<file path="config.mk">
export PLATFORM = sky130hd
export DESIGN_NAME = vocab_ctrl
export DESIGN_NICKNAME = d
export VERILOG_FILES = /design/src/rtl/vocab_pkg.sv /design/src/rtl/vocab_addr_cnt.sv /design/src/rtl/vocab_ctrl.sv
export SDC_FILE = /design/constraint.sdc
export NUM_CORES = 1
export LEC_CHECK = 0
export ABC_CLOCK_PERIOD_IN_PS = 4500
export BUFFER_PORTS_ARGS = -buffer_cell sky130_fd_sc_hd__clkbuf_2
export CAP_MARGIN = 0
export CORE_ASPECT_RATIO = 0.6
export CORE_MARGIN = 2
export CORE_UTILIZATION = 53
export DETAILED_ROUTE_END_ITERATION = 6
export PLACE_DENSITY = 0.86
export SYNTH_ARGS = -nofsm -noshare
export SYNTH_HDL_FRONTEND = slang
export SYNTH_SLANG_ARGS = --single-unit
</file>
<file path="constraint.sdc">
create_clock -name clk -period 4.5 [get_ports clk]
set_clock_uncertainty 0.15 [all_clocks]
set_input_delay 0.45 -clock clk [delete_from_list [all_inputs] [get_ports clk]]
set_output_delay 0.45 -clock clk [all_outputs]
set_load 0.01 [all_outputs]
</file>
<file path="src/rtl/vocab_pkg.sv">
// Shared types and helpers for the vocabulary SRAM controller.
// Holds the FSM encoding, the null pointer and the word-width helper.
package vocab_pkg;

    typedef enum logic [1:0] {
        IDLE  = 2'd0,
        WRITE = 2'd1,
        SCAN  = 2'd2,
        RESP  = 2'd3
    } state_t;

    function automatic int word_width(input int wl, input int dw);
        return wl * dw;
    endfunction

    // All-ones address of the given width, used as the miss pointer.
    function automatic logic [31:0] null_ptr(input int aw);
        return (32'd1 << aw) - 32'd1;
    endfunction

endpackage

</file>
<file path="src/rtl/vocab_addr_cnt.sv">
// Loadable up-counter used as the scan issue index.
// Latches start and end on load; done while the address has reached the end.
module vocab_addr_cnt
    import vocab_pkg::*;
#(
    parameter int CW = 5
) (
    input  logic          clk,
    input  logic          rst,
    input  logic          load_i,
    input  logic [CW-1:0] start_i,
    input  logic [CW-1:0] end_i,
    input  logic          en_i,
    output logic [CW-1:0] addr_o,
    output logic          done_o
);

    logic [CW-1:0] addr_q;
    logic [CW-1:0] end_q;

    always_ff @(posedge clk) begin
        if (rst) begin
            addr_q <= '0;
            end_q  <= '0;
        end else if (load_i) begin
            addr_q <= start_i;
            end_q  <= end_i;
        end else if (en_i && !done_o) begin
            addr_q <= addr_q + CW'(1);
        end
    end

    assign addr_o = addr_q;
    assign done_o = (addr_q >= end_q);

endmodule

</file>
<file path="src/rtl/vocab_ctrl.sv">
// Vocabulary SRAM controller: arbitrates a word loader and a linear-scan
// query port over one single-port RAM, tracking fill level and overflow.
module vocab_ctrl
    import vocab_pkg::*;
#(
    parameter  int ADDR_WIDTH  = 4,
    parameter  int WORD_LENGTH = 3,
    parameter  int DATA_WIDTH  = 8,
    localparam int W           = word_width(WORD_LENGTH, DATA_WIDTH)
) (
    input  logic                  clk,
    input  logic                  rst,
    input  logic                  a_valid,
    output logic                  a_ready,
    input  logic [W-1:0]          a_word,
    input  logic                  q_valid,
    output logic                  q_ready,
    input  logic [W-1:0]          q_word,
    output logic                  r_valid,
    input  logic                  r_ready,
    output logic                  r_hit,
    output logic [ADDR_WIDTH-1:0] r_addr,
    output logic [ADDR_WIDTH:0]   fill_count,
    output logic                  overflow,
    output logic                  mem_en,
    output logic                  mem_we,
    output logic [ADDR_WIDTH-1:0] mem_addr,
    output logic [W-1:0]          mem_din,
    input  logic [W-1:0]          mem_dout
);

    localparam int CW = ADDR_WIDTH + 1;
    localparam logic [ADDR_WIDTH-1:0] NULLPTR =
        ADDR_WIDTH'(null_ptr(ADDR_WIDTH));
    localparam logic [CW-1:0] CAP = CW'(1) << ADDR_WIDTH;
    localparam logic [CW-1:0] ONE = CW'(1);

    state_t                state_q;
    logic [W-1:0]          word_q;
    logic [CW-1:0]         fill_q;
    logic [CW-1:0]         n_q;
    logic                  ovf_q;
    logic                  rvalid_q;
    logic                  rhit_q;
    logic [ADDR_WIDTH-1:0] raddr_q;
    logic                  cmp_vld_q;
    logic [CW-1:0]         cmp_idx_q;

    logic [CW-1:0] cnt_addr;
    logic          cnt_done;
    logic          cnt_en;
    logic          cnt_load;
    logic          full;
    logic          match;

    assign full     = (fill_q == CAP);
    assign cnt_en   = (state_q == SCAN) && !cnt_done;
    assign cnt_load = q_valid && q_ready;
    assign match    = cmp_vld_q && (mem_dout == word_q);

    vocab_addr_cnt #(
        .CW(CW)
    ) u_issue (
        .clk    (clk),
        .rst    (rst),
        .load_i (cnt_load),
        .start_i('0),
        .end_i  (fill_q),
        .en_i   (cnt_en),
        .addr_o (cnt_addr),
        .done_o (cnt_done)
    );

    assign a_ready = !rst && (state_q == IDLE);
    assign q_ready = a_ready && !a_valid;

    assign mem_we  = !rst && (state_q == WRITE) && !full;
    assign mem_en  = mem_we || (!rst && cnt_en);
    assign mem_din = mem_we ? word_q : '0;

    always_comb begin
        mem_addr = '0;
        if (mem_we) begin
            mem_addr = fill_q[ADDR_WIDTH-1:0];
        end else if (mem_en) begin
            mem_addr = cnt_addr[ADDR_WIDTH-1:0];
        end
    end

    always_ff @(posedge clk) begin
        if (rst) begin
            state_q   <= IDLE;
            word_q    <= '0;
            fill_q    <= '0;
            n_q       <= '0;
            ovf_q     <= 1'b0;
            rvalid_q  <= 1'b0;
            rhit_q    <= 1'b0;
            raddr_q   <= '0;
            cmp_vld_q <= 1'b0;
            cmp_idx_q <= '0;
        end else begin
            unique case (state_q)
                IDLE: begin
                    if (a_valid) begin
                        word_q  <= a_word;
                        state_q <= WRITE;
                    end else if (q_valid) begin
                        word_q    <= q_word;
                        n_q       <= fill_q;
                        cmp_vld_q <= 1'b0;
                        cmp_idx_q <= '0;
                        if (fill_q == '0) begin
                            rvalid_q <= 1'b1;
                            rhit_q   <= 1'b0;
                            raddr_q  <= NULLPTR;
                            state_q  <= RESP;
                        end else begin
                            state_q <= SCAN;
                        end
                    end
                end
                WRITE: begin
                    if (full) begin
                        ovf_q <= 1'b1;
                    end else begin
                        fill_q <= fill_q + ONE;
                    end
                    state_q <= IDLE;
                end
                SCAN: begin
                    // Compare stage trails the issue stage by the RAM latency.
                    cmp_vld_q <= cnt_en;
                    cmp_idx_q <= cnt_addr;
                    if (match) begin
                        rvalid_q <= 1'b1;
                        rhit_q   <= 1'b1;
                        raddr_q  <= cmp_idx_q[ADDR_WIDTH-1:0];
                        state_q  <= RESP;
                    end else if (cmp_vld_q && cmp_idx_q == n_q - ONE) begin
                        rvalid_q <= 1'b1;
                        rhit_q   <= 1'b0;
                        raddr_q  <= NULLPTR;
                        state_q  <= RESP;
                    end
                end
                RESP: begin
                    if (r_ready) begin
                        rvalid_q <= 1'b0;
                        state_q  <= IDLE;
                    end
                end
                default: begin
                    state_q <= IDLE;
                end
            endcase
        end
    end

    assign r_valid    = rvalid_q;
    assign r_hit      = rhit_q;
    assign r_addr     = raddr_q;
    assign fill_count = fill_q;
    assign overflow   = ovf_q;

endmodule

</file>
## Word level (Yosys, flattened, before mapping)

Cells that the tools add are included.

- Flip-flop bits (word level): 59
- Output and inout bits: 44
- Input bits: 77
- Word-level logic and storage cells: 96

- Bitwise operators: 2
- Reductions and logical operators: 29
- Mux-type cells: 37
- Magnitude comparators: 1
- Add/subtract/negate cells: 3
- Eq/ne operators: 12

Operator list:

| kind | number |
|---|---|
| $mux W24 | 3 |
| $mux W4 | 7 |
| $eq A24 B24 Y1 | 1 |
| $mux W1 | 14 |
| $add A5 B1 Y5 const B | 2 |
| $logic_and A1 B1 Y1 | 10 |
| $mux W2 | 5 |
| $mux W5 | 2 |
| $pmux W5 S2 | 1 |
| $reduce_and A3 Y1 | 3 |
| $pmux W2 S4 | 1 |
| $pmux W4 S2 | 1 |
| $ne A2 B2 Y1 const B | 3 |
| $reduce_and A2 Y1 | 3 |
| $reduce_and A6 Y1 | 1 |
| $eq A5 B5 Y1 | 1 |
| $eq A5 B5 Y1 const B | 1 |
| $ge A5 B5 Y1 | 1 |
| $logic_not A5 Y1 | 1 |
| $reduce_and A5 Y1 | 1 |
| $sub A5 B1 Y5 const B | 1 |
| $eq A2 B2 Y1 const B | 2 |
| $logic_not A1 Y1 | 4 |
| $pmux W1 S2 | 2 |
| other kinds (11) | 13 |

## Longest topological paths before layout

Gate-level depths: netlist of run 1.

- Depth after elaboration: 7
- Mapped depth: 10
- Mapped depth without buffers: 9

## Cells and area by module

A second synthesis of run 1 with hierarchy kept.

- Cells, all modules: 381
- Area, all modules: 3402.0 um^2

Modules (own cells, without submodules):

| module | cells an instance | instances | sequential area each (um^2) | area each (um^2) |
|---|---|---|---|---|
| vocab_ctrl | 302 | 1 | 980.9 | 2712.6 |
| vocab_addr_cnt | 79 | 1 | 200.2 | 689.4 |

## Least setup slack after synthesis of run 1

No wires, ideal clock.

- Path kind: reg2out
- Start point: reg u_issue.addr_q[0] (netlist: u_issue.addr_o[0])
- End point: out mem_addr[3]
- Path buffers: 1
- Data required time: 3900 ps
- Setup slack: 1989 ps
- Stages on the path, launching flop included: 11
- Arrival: 1911 ps
- Path through: dfxtp_1 inv_1 ha_1 nand2b_1 a21o_1 a21o_1 a21oi_1 o21a_1 buf_4 a22oi_1 nor2_1

- Longest elaborated chain between the ends: 7

RTL lines:

| element | line | source |
|---|---|---|
| start, declared | vocab_addr_cnt.sv:18 | `logic [CW-1:0] addr_q;` |
| start signal, assigned | vocab_addr_cnt.sv:26 | `addr_q <= start_i;` |
| start signal, assigned | vocab_addr_cnt.sv:29 | `addr_q <= addr_q + CW'(1);` |
| $ge A5 B5 Y1 | vocab_addr_cnt.sv:34 | `assign done_o = (addr_q >= end_q);` |
| $logic_not A1 Y1 | vocab_ctrl.sv:57 | `assign cnt_en = (state_q == SCAN) && !cnt_done;` |
| $logic_and A1 B1 Y1 | vocab_ctrl.sv:57 |  |
| $logic_and A1 B1 Y1 | vocab_ctrl.sv:78 | `assign mem_en = mem_we \|\| (!rst && cnt_en);` |
| $logic_or A1 B1 Y1 | vocab_ctrl.sv:78 |  |
| $mux W4 | vocab_ctrl.sv:85 | `end else if (mem_en) begin` |
| $mux W4 | vocab_ctrl.sv:83 | `if (mem_we) begin` |
| end, declared | vocab_ctrl.sv:27 | `output logic [ADDR_WIDTH-1:0] mem_addr,` |

No other way between the ends.

## Worst setup path after layout of run 1

- Start point: reg fill_q[0] (netlist: fill_count[0])
- End point: out mem_addr[2]

- Longest elaborated chain between the ends: 6

RTL lines:

| element | line | source |
|---|---|---|
| start, declared | vocab_ctrl.sv:40 | `logic [CW-1:0] fill_q;` |
| start signal, assigned | vocab_ctrl.sv:127 | `fill_q <= fill_q + ONE;` |
| $eq A5 B5 Y1 (*) | vocab_ctrl.sv:56 | `assign full = (fill_q == CAP);` |
| $logic_not A1 Y1 (*) | vocab_ctrl.sv:77 | `assign mem_we = !rst && (state_q == WRITE) && !full;` |
| $logic_and A1 B1 Y1 (*) | vocab_ctrl.sv:77 |  |
| $logic_or A1 B1 Y1 | vocab_ctrl.sv:78 |  |
| $mux W4 | vocab_ctrl.sv:85 |  |
| $mux W4 (*) | vocab_ctrl.sv:83 |  |

Every way passes the cells marked *; elsewhere a longest branch is shown, timed or not.

==> flow_metrics.env, run 1 <==
export IMPL_grt_pass1_wl_um=13700
export IMPL_start_util_pct=56.3
export IMPL_fin_util_pct=70.7
export IMPL_setup_tns_ns=0
export IMPL_synth_simple_area_share_pct=20.3
export IMPL_avgSynthCellArea_um2=8.56
export IMPL_synth_cell_types=39
export IMPL_setup_violations_final=0
export IMPL_power_frac_comb_pct=21.3
export IMPL_switching_share_pct=31.5
export IMPL_vdd_drop_max_mv=0.253
export IMPL_crit_start="fill_count[0]$_SDFFE_PP0P_"
export IMPL_slew_viol_final=0
export IMPL_ctsHoldBuffers=0
export IMPL_synth_top_family_by_area="simple AND/OR/NAND/NOR gates"
export IMPL_nNetsFinal=570
export IMPL_grt_max_degree=58
export IMPL_synth_edf_count=0
export IMPL_ff2ff_path_depth=7
export IMPL_numCtsBuffers=9
export IMPL_synth_fp_nets=461
export IMPL_hold_path_depth=3
export IMPL_die_area_um2=6720
export IMPL_drive_gt1_share_pct=30.7
export IMPL_wl_per_cell_um=15.2
export IMPL_vias=3114
export IMPL_p_sw_uw=437
export IMPL_synth_xor_area_share_pct=10.1
export IMPL_clkPwrFrac_pct=34.2
export IMPL_maxCapViolCount=0
export IMPL_fill_cells=453
export IMPL_io_pins=121
export IMPL_clkTransAtPathRegs_ns=0.07
export IMPL_muxShareOfSynthArea_pct=8.42
export IMPL_netlist_instances=375
export IMPL_p_leak_nw=1.95
export IMPL_fin_crit_ns=3.48
export IMPL_seqCellArea_um2=1180
export IMPL_grt_usage_pct=26.2
export IMPL_synth_compound_area_share_pct=16.1
export IMPL_ys_ff_latch=59
export IMPL_gp_congestion=0.903
export IMPL_cp_end_kind="primary output"
export IMPL_setup_worst_path_end="mem_addr[2]"
export IMPL_route_detailed_drc=0
export IMPL_core_area_um2=5700
export IMPL_reg2reg_slack_ns=1.81
export IMPL_worstPathMaxFanout=35
export IMPL_cts_tree="done"
export IMPL_yosys_warnings=0
export IMPL_die_h_um=64.3
export IMPL_path_class="flip-flop to primary output"
export IMPL_cts_htree_levels=3
export IMPL_max_freq_mhz=288
export IMPL_die_width_um=104
export IMPL_worst_pin_slew_ns=1.22
export IMPL_insertion_delay_ns=0.34
export IMPL_dp_hpwl_um=6410
export IMPL_cts_setup_buffers=0
export IMPL_numPortBuffers=120
export IMPL_clockBufferDepth=2
export IMPL_p_seq_share_pct=44.4
export IMPL_start_kind="flip-flop"
export IMPL_reg2reg_to="fill_count[4]$_SDFFE_PP0P_"
export IMPL_synth_main_ff_cell="dfxtp_1"
export IMPL_rr_startpoint="fill_count[0]$_SDFFE_PP0P_"
export IMPL_synthArstFlopShare_pct=0
export IMPL_fin_crit_sh_pct=77.3
export IMPL_via_per_inst=5.47
export IMPL_drt_first_pass_iters=5
export IMPL_total_power_mw=1.39
export IMPL_antenna_cells=0
export IMPL_routed_wl_um=8660
export IMPL_synth_area_um2=3210
export IMPL_cts_resized=0
export IMPL_intPower_uw=952
export IMPL_ctsRootBufferMaster="clkbuf_8"
export IMPL_ant_nets=0
export IMPL_drtIter0Drc=179
export IMPL_status="finished, final reports clean"
export IMPL_synth_fa_ha_area_share_pct=3.51
export IMPL_power_density_nw_per_um2=345
export IMPL_relSlewSlack_pct=18.3
export IMPL_hold_violations=0
export IMPL_grt_overflow=0
export IMPL_area_delta_synth_final_pct=25.5
export IMPL_crit_required_ns=3.90
export IMPL_antenna_found_initial=0
export IMPL_rsz0062_at_grt="false"
export IMPL_ys_seq_area_share_pct=36.8
export IMPL_multi_input_area_um2=1890
export IMPL_worst_ep_arrival_time_ns=2.88
export IMPL_hold_class="input pin to flip-flop"
export IMPL_grt_pass1_vias=2846
export IMPL_cts_sink_count=59
export IMPL_fp_row_count=21
==> worst max-delay path, cell delays in order, from the launching register on <==
cell	delay, ns
dfxtp_1	0.47
inv_1	0.09
ha_1	0.21
and3_1	0.21
nor3b_4	0.98
a22oi_1	0.26
nor2_1	0.16
clkbuf_2	0.16
==> power by group through the flow <==
stage / clock network (mW) / logic, mW / registers, mW
floorplan: 0 / 0.202 / 0.615
global placement: 0 / 0.284 / 0.624
detailed placement: 0 / 0.294 / 0.628
CTS: 0.480 / 0.296 / 0.616
global route: 0.505 / 0.324 / 0.625
finish: 0.476 / 0.297 / 0.617
==> metrics by stage <==
stage / cell area (µm²) / cells / setup WS (ns) / hold slack (ns)
6_report: 4030 / 569 / 1.02 / 0.275
2_1_floorplan: 3210 / 375 / 1.99 / 0.286
5_1_grt: 4030 / 569 / 0.822 / 0.292
4_1_cts: 4030 / 569 / 1.08 / 0.265
3_3_place_gp: 3840 / 553 / 1.60 / 0.294
3_5_place_dp: 3840 / 553 / 1.50 / 0.301
==> sequential cells by signal (all words and copies together), names as in the netlist <==
signal	cells
cmp_idx_q	5
cmp_vld_q	1
fill_count	5
n_q	5
overflow	1
r_addr	4
r_hit	1
r_valid	1
state_q	2
u_issue.addr_o	5
u_issue.end_q	5
word_q	24
==> final cells by class <==
type / instances / share of cell area (%)
well taps: 80 / 2.48
multi-input cells: 278 / 46.8
inverters: 14 / 1.30
flip-flops and latches: 59 / 29.3
repair buffers: 122 / 15.3
clock buffers: 9 / 3.07
clock inverters: 7 / 1.71
==> kinds of logic after synthesis <==
kind of cell	Yosys count
DFF	59
xor gates and xnor gates	37
muxes	27
and+or+nand+nor	132
adders and majority gates	9
buffers and inverters	38
AOI/OAI and AO/OA	73
==> cell usage after synthesis (4+ instances only) <==
library cell	count	share of area [%]
a211oi_1	26	6.1
a21oi_1	19	3.0
a22oi_1	9	2.1
and3_1	26	5.1
buf_2	6	0.94
clkbuf_1	14	1.6
dfxtp_1	59	37
ha_1	9	3.5
inv_1	14	1.6
mux2i_1	27	8.4
nand2_1	23	2.7
nand4_1	5	0.97
nor2_1	55	6.4
nor3_1	6	0.94
nor4_1	4	0.78
o221a_2	4	1.4
xnor2_1	13	3.5
xor2_1	24	6.5
==> worst min path at each step <==
stage	startpoint	end	slack, ns
floorplan	u_issue.end_q[1]$_SDFFE_PP0P_	u_issue.end_q[1]$_SDFFE_PP0P_	0.29
global placement	u_issue.end_q[2]$_SDFFE_PP0P_	u_issue.end_q[2]$_SDFFE_PP0P_	0.29
detailed placement	u_issue.end_q[3]$_SDFFE_PP0P_	u_issue.end_q[3]$_SDFFE_PP0P_	0.30
CTS	q_word[20]	word_q[20]$_SDFFE_PP0P_	0.27
global route	q_word[13]	word_q[13]$_SDFFE_PP0P_	0.29
finish	q_word[20]	word_q[20]$_SDFFE_PP0P_	0.27
==> cells in the final DEF (no fill, tap or decap), types with 2 or more instances in the layout <==
master | synthesis | routed
xor2_1 | 24 | 24
nand2_1 | 23 | 23
mux2i_1 | 27 | 27
a211oi_1 | 26 | 26
xnor2_1 | 13 | 13
clkbuf_8 | 0 | 9
a31oi_1 | 2 | 2
nand2b_1 | 3 | 3
o211ai_1 | 2 | 2
a21oi_1 | 19 | 19
nor2_1 | 55 | 55
a21o_1 | 3 | 3
dfxtp_1 | 59 | 59
clkinvlp_4 | 0 | 2
clkinv_2 | 0 | 3
a22oi_1 | 9 | 9
and3_1 | 26 | 26
buf_4 | 1 | 2
inv_1 | 14 | 14
nor4_1 | 4 | 4
clkbuf_2 | 0 | 120
nand4_1 | 5 | 5
o21ai_0 | 3 | 3
nor3_1 | 6 | 5
ha_1 | 9 | 9
nand3_1 | 2 | 2
o221a_2 | 4 | 4
==> metal layers <==
| layer | global-route usage, % | wire [µm] | part of all wire [%] | vias to the layer above |
|---|---|---|---|---|
| met4 | 8.61 | 96 | 1.1 | 0 |
| li1 | - | - | - | 1541 |
| met1 | 35.4 | 4170 | 48 | 1453 |
| met3 | 7.35 | 602 | 7.0 | 10 |
| met2 | 40.4 | 3790 | 44 | 110 |
| met5 | 0 | 0 | 0 | - |
Power figures use the tool's default switching activity.
==> run 2: changes to the inputs <==
--- a/config.mk
+++ b/config.mk
@@ -5,14 +5,14 @@
 export SDC_FILE = /design/constraint.sdc
 export NUM_CORES = 1
 export LEC_CHECK = 0
-export ABC_CLOCK_PERIOD_IN_PS = 4500
+export ABC_CLOCK_PERIOD_IN_PS = 3450
 export BUFFER_PORTS_ARGS = -buffer_cell sky130_fd_sc_hd__clkbuf_2
 export CAP_MARGIN = 0
 export CORE_ASPECT_RATIO = 0.6
 export CORE_MARGIN = 2
-export CORE_UTILIZATION = 53
+export CORE_UTILIZATION = 49
 export DETAILED_ROUTE_END_ITERATION = 6
-export PLACE_DENSITY = 0.86
+export PLACE_DENSITY = 0.81
 export SYNTH_ARGS = -nofsm -noshare
 export SYNTH_HDL_FRONTEND = slang
 export SYNTH_SLANG_ARGS = --single-unit
==> constraint.sdc (replaced) <==
create_clock -name clk -period 3.45 [get_ports clk]
set_clock_uncertainty 0.15 [all_clocks]
set_input_delay 0.345 -clock clk [delete_from_list [all_inputs] [get_ports clk]]
set_output_delay 0.345 -clock clk [all_outputs]
set_load 0.01 [all_outputs]
==> flow_metrics.env, run 2 (synthesis gave the netlist of run 1 again) <==
export IMPL_status="finished, final reports clean"
export IMPL_cts_setup_buffers=0
export IMPL_dp_hpwl_um=6630
export IMPL_numPortBuffers=120
export IMPL_ctsHoldBuffers=0
export IMPL_wl_per_cell_um=15.0
export IMPL_ctsRootBufferMaster="clkbuf_8"
export IMPL_final_common_cell="clkbuf_2"
export IMPL_cts_tree="done"
export IMPL_cts_resized=0
export IMPL_fill_cells=532
export IMPL_cpPeakStageDelay_ns=0.46
export IMPL_grt_pass1_vias=2868
export IMPL_core_area_um2=6220
export IMPL_worstHoldStart="q_word[2]"
export IMPL_top_register="word_q"
export IMPL_cp_end_kind="primary output"
export IMPL_clockBufferDepth=2
export IMPL_maxCapViolCount=0
export IMPL_grt_pass1_wl_um=14000
export IMPL_cp_cell_sequence="inv_1, ha_1, nand2b_1, a21o_1, a21o_1, a21oi_1, o21a_1, a22oi_1, nor2_1, clkbuf_2"
export IMPL_hold_class="input pin to flip-flop"
export IMPL_multi_input_area_um2=1890
export IMPL_slowest_stage="dfxtp_1"
export IMPL_max_freq_mhz=316
export IMPL_rsz0062_at_grt="false"
export IMPL_ant_nets=0
export IMPL_rr_startpoint="u_issue.addr_o[0]$_SDFFE_PP0P_"
export IMPL_relSlewSlack_pct=47.6
export IMPL_cpMostUsedCell="a21o_1"
export IMPL_hold_violations=0
export IMPL_ff2ff_path_depth=9
export IMPL_via_per_inst=5.36
export IMPL_numCtsBuffers=9
export IMPL_pre_cts_slack_ns=0.683
export IMPL_area_delta_synth_final_pct=26.4
export IMPL_worstPathMaxFanout=9
export IMPL_path_delay_family="compound AO/OA/AOI/OAI gates"
export IMPL_route_detailed_drc=0
export IMPL_fin_util_pct=65.2
export IMPL_final_cell_mix="120 x clkbuf_2, 59 x dfxtp_1, 55 x nor2_1"
export IMPL_worst_ep_arrival_time_ns=2.67
export IMPL_total_power_mw=1.83
export IMPL_grt_usage_pct=25.4
export IMPL_grt_max_degree=49
export IMPL_dpl_cell_area_um2=3860
export IMPL_worst_pin_slew_ns=0.785
export IMPL_cts_htree_levels=3
export IMPL_power_density_nw_per_um2=451
export IMPL_fin_crit_ns=3.16
export IMPL_die_h_um=66.7
export IMPL_start_kind="flip-flop"
export IMPL_antenna_found_initial=0
export IMPL_setup_violations_final=0
export IMPL_vias=3076
export IMPL_fp_row_count=22
export IMPL_start_util_pct=51.6
export IMPL_setup_tns_ns=0
export IMPL_grt_overflow=0
export IMPL_min_to="word_q[2]$_SDFFE_PP0P_"
export IMPL_antenna_cells=0
export IMPL_p_leak_nw=1.96
export IMPL_nNetsFinal=572
export IMPL_largest_register_ffs=24
export IMPL_hold_slack_ns=0.182
export IMPL_fin_crit_sh_pct=91.7
export IMPL_drt_first_pass_iters=4
export IMPL_drive_gt1_share_pct=30.8
export IMPL_crit_required_ns=2.95
export IMPL_die_area_um2=7240
export IMPL_slew_viol_final=0
export IMPL_setup_ws_ns=0.286
export IMPL_cts_sink_count=59
export IMPL_design_area_um2=4060
export IMPL_reg2reg_to="u_issue.addr_o[2]$_SDFFE_PP0P_"
export IMPL_routed_wl_um=8610
export IMPL_reg2reg_slack_ns=0.88
export IMPL_gp_congestion=0.851
export IMPL_hold_path_depth=3
export IMPL_clkTransAtPathRegs_ns=0.07
export IMPL_seqCellArea_um2=1180
export IMPL_critPathBufInv=2
export IMPL_path_class="flip-flop to primary output"
export IMPL_io_pins=121
export IMPL_placed_cells=559
export IMPL_vdd_drop_max_mv=0.215
export IMPL_insertion_delay_ns=0.34
export IMPL_die_width_um=109
export IMPL_drtIter0Drc=189
export IMPL_instances_no_fill=574
-- run 2: layout make-up --
| cell class | count | share of cell area [%] |
|---|---|---|
| Multi-Input combinational cell | 278 | 46.5 |
| Clock inverter | 4 | 1.23 |
| Tap cell | 84 | 2.59 |
| Clock buffer | 11 | 3.73 |
| Inverter | 14 | 1.30 |
| Sequential cell | 59 | 29.1 |
| Timing Repair Buffer | 124 | 15.5 |
-- run 2: power by group --
| group | switching [mW] | total [mW] | internal (mW) |
|---|---|---|---|
| clock network | 0.269 | 0.636 | 0.367 |
| registers | 0.0651 | 0.806 | 0.741 |
| logic | 0.214 | 0.388 | 0.174 |
-- run 2: worst register-to-register path, stage by stage (launching register included) --
cell and delay [ns]:
dfxtp_1 0.46, inv_1 0.08, ha_1 0.29, nand2b_1 0.16
a21o_1 0.19, a21o_1 0.17, a21oi_1 0.26, o21a_1 0.36
a211oi_1 0.13, a31o_2 0.22
-- run 2: how the worst max path moves through the flow --
stage / depth (start not counted) / from / to
2_1_floorplan: 10 / u_issue.addr_o[0]$_SDFFE_PP0P_ / mem_addr[3]
3_3_place_gp: 10 / u_issue.addr_o[0]$_SDFFE_PP0P_ / mem_addr[0]
3_5_place_dp: 10 / u_issue.addr_o[0]$_SDFFE_PP0P_ / mem_addr[1]
4_1_cts: 10 / u_issue.addr_o[0]$_SDFFE_PP0P_ / mem_addr[1]
5_1_grt: 10 / u_issue.addr_o[0]$_SDFFE_PP0P_ / mem_addr[3]
6_report: 10 / u_issue.addr_o[0]$_SDFFE_PP0P_ / mem_addr[1]
-- run 2: layer usage --
metal	wire length, µm	track usage, %	vias up
met4	47	7.53	0
met1	4230	35.7	1409
met5	0	0	-
met2	3650	38.4	114
li1	-	-	1547
met3	683	6.46	6
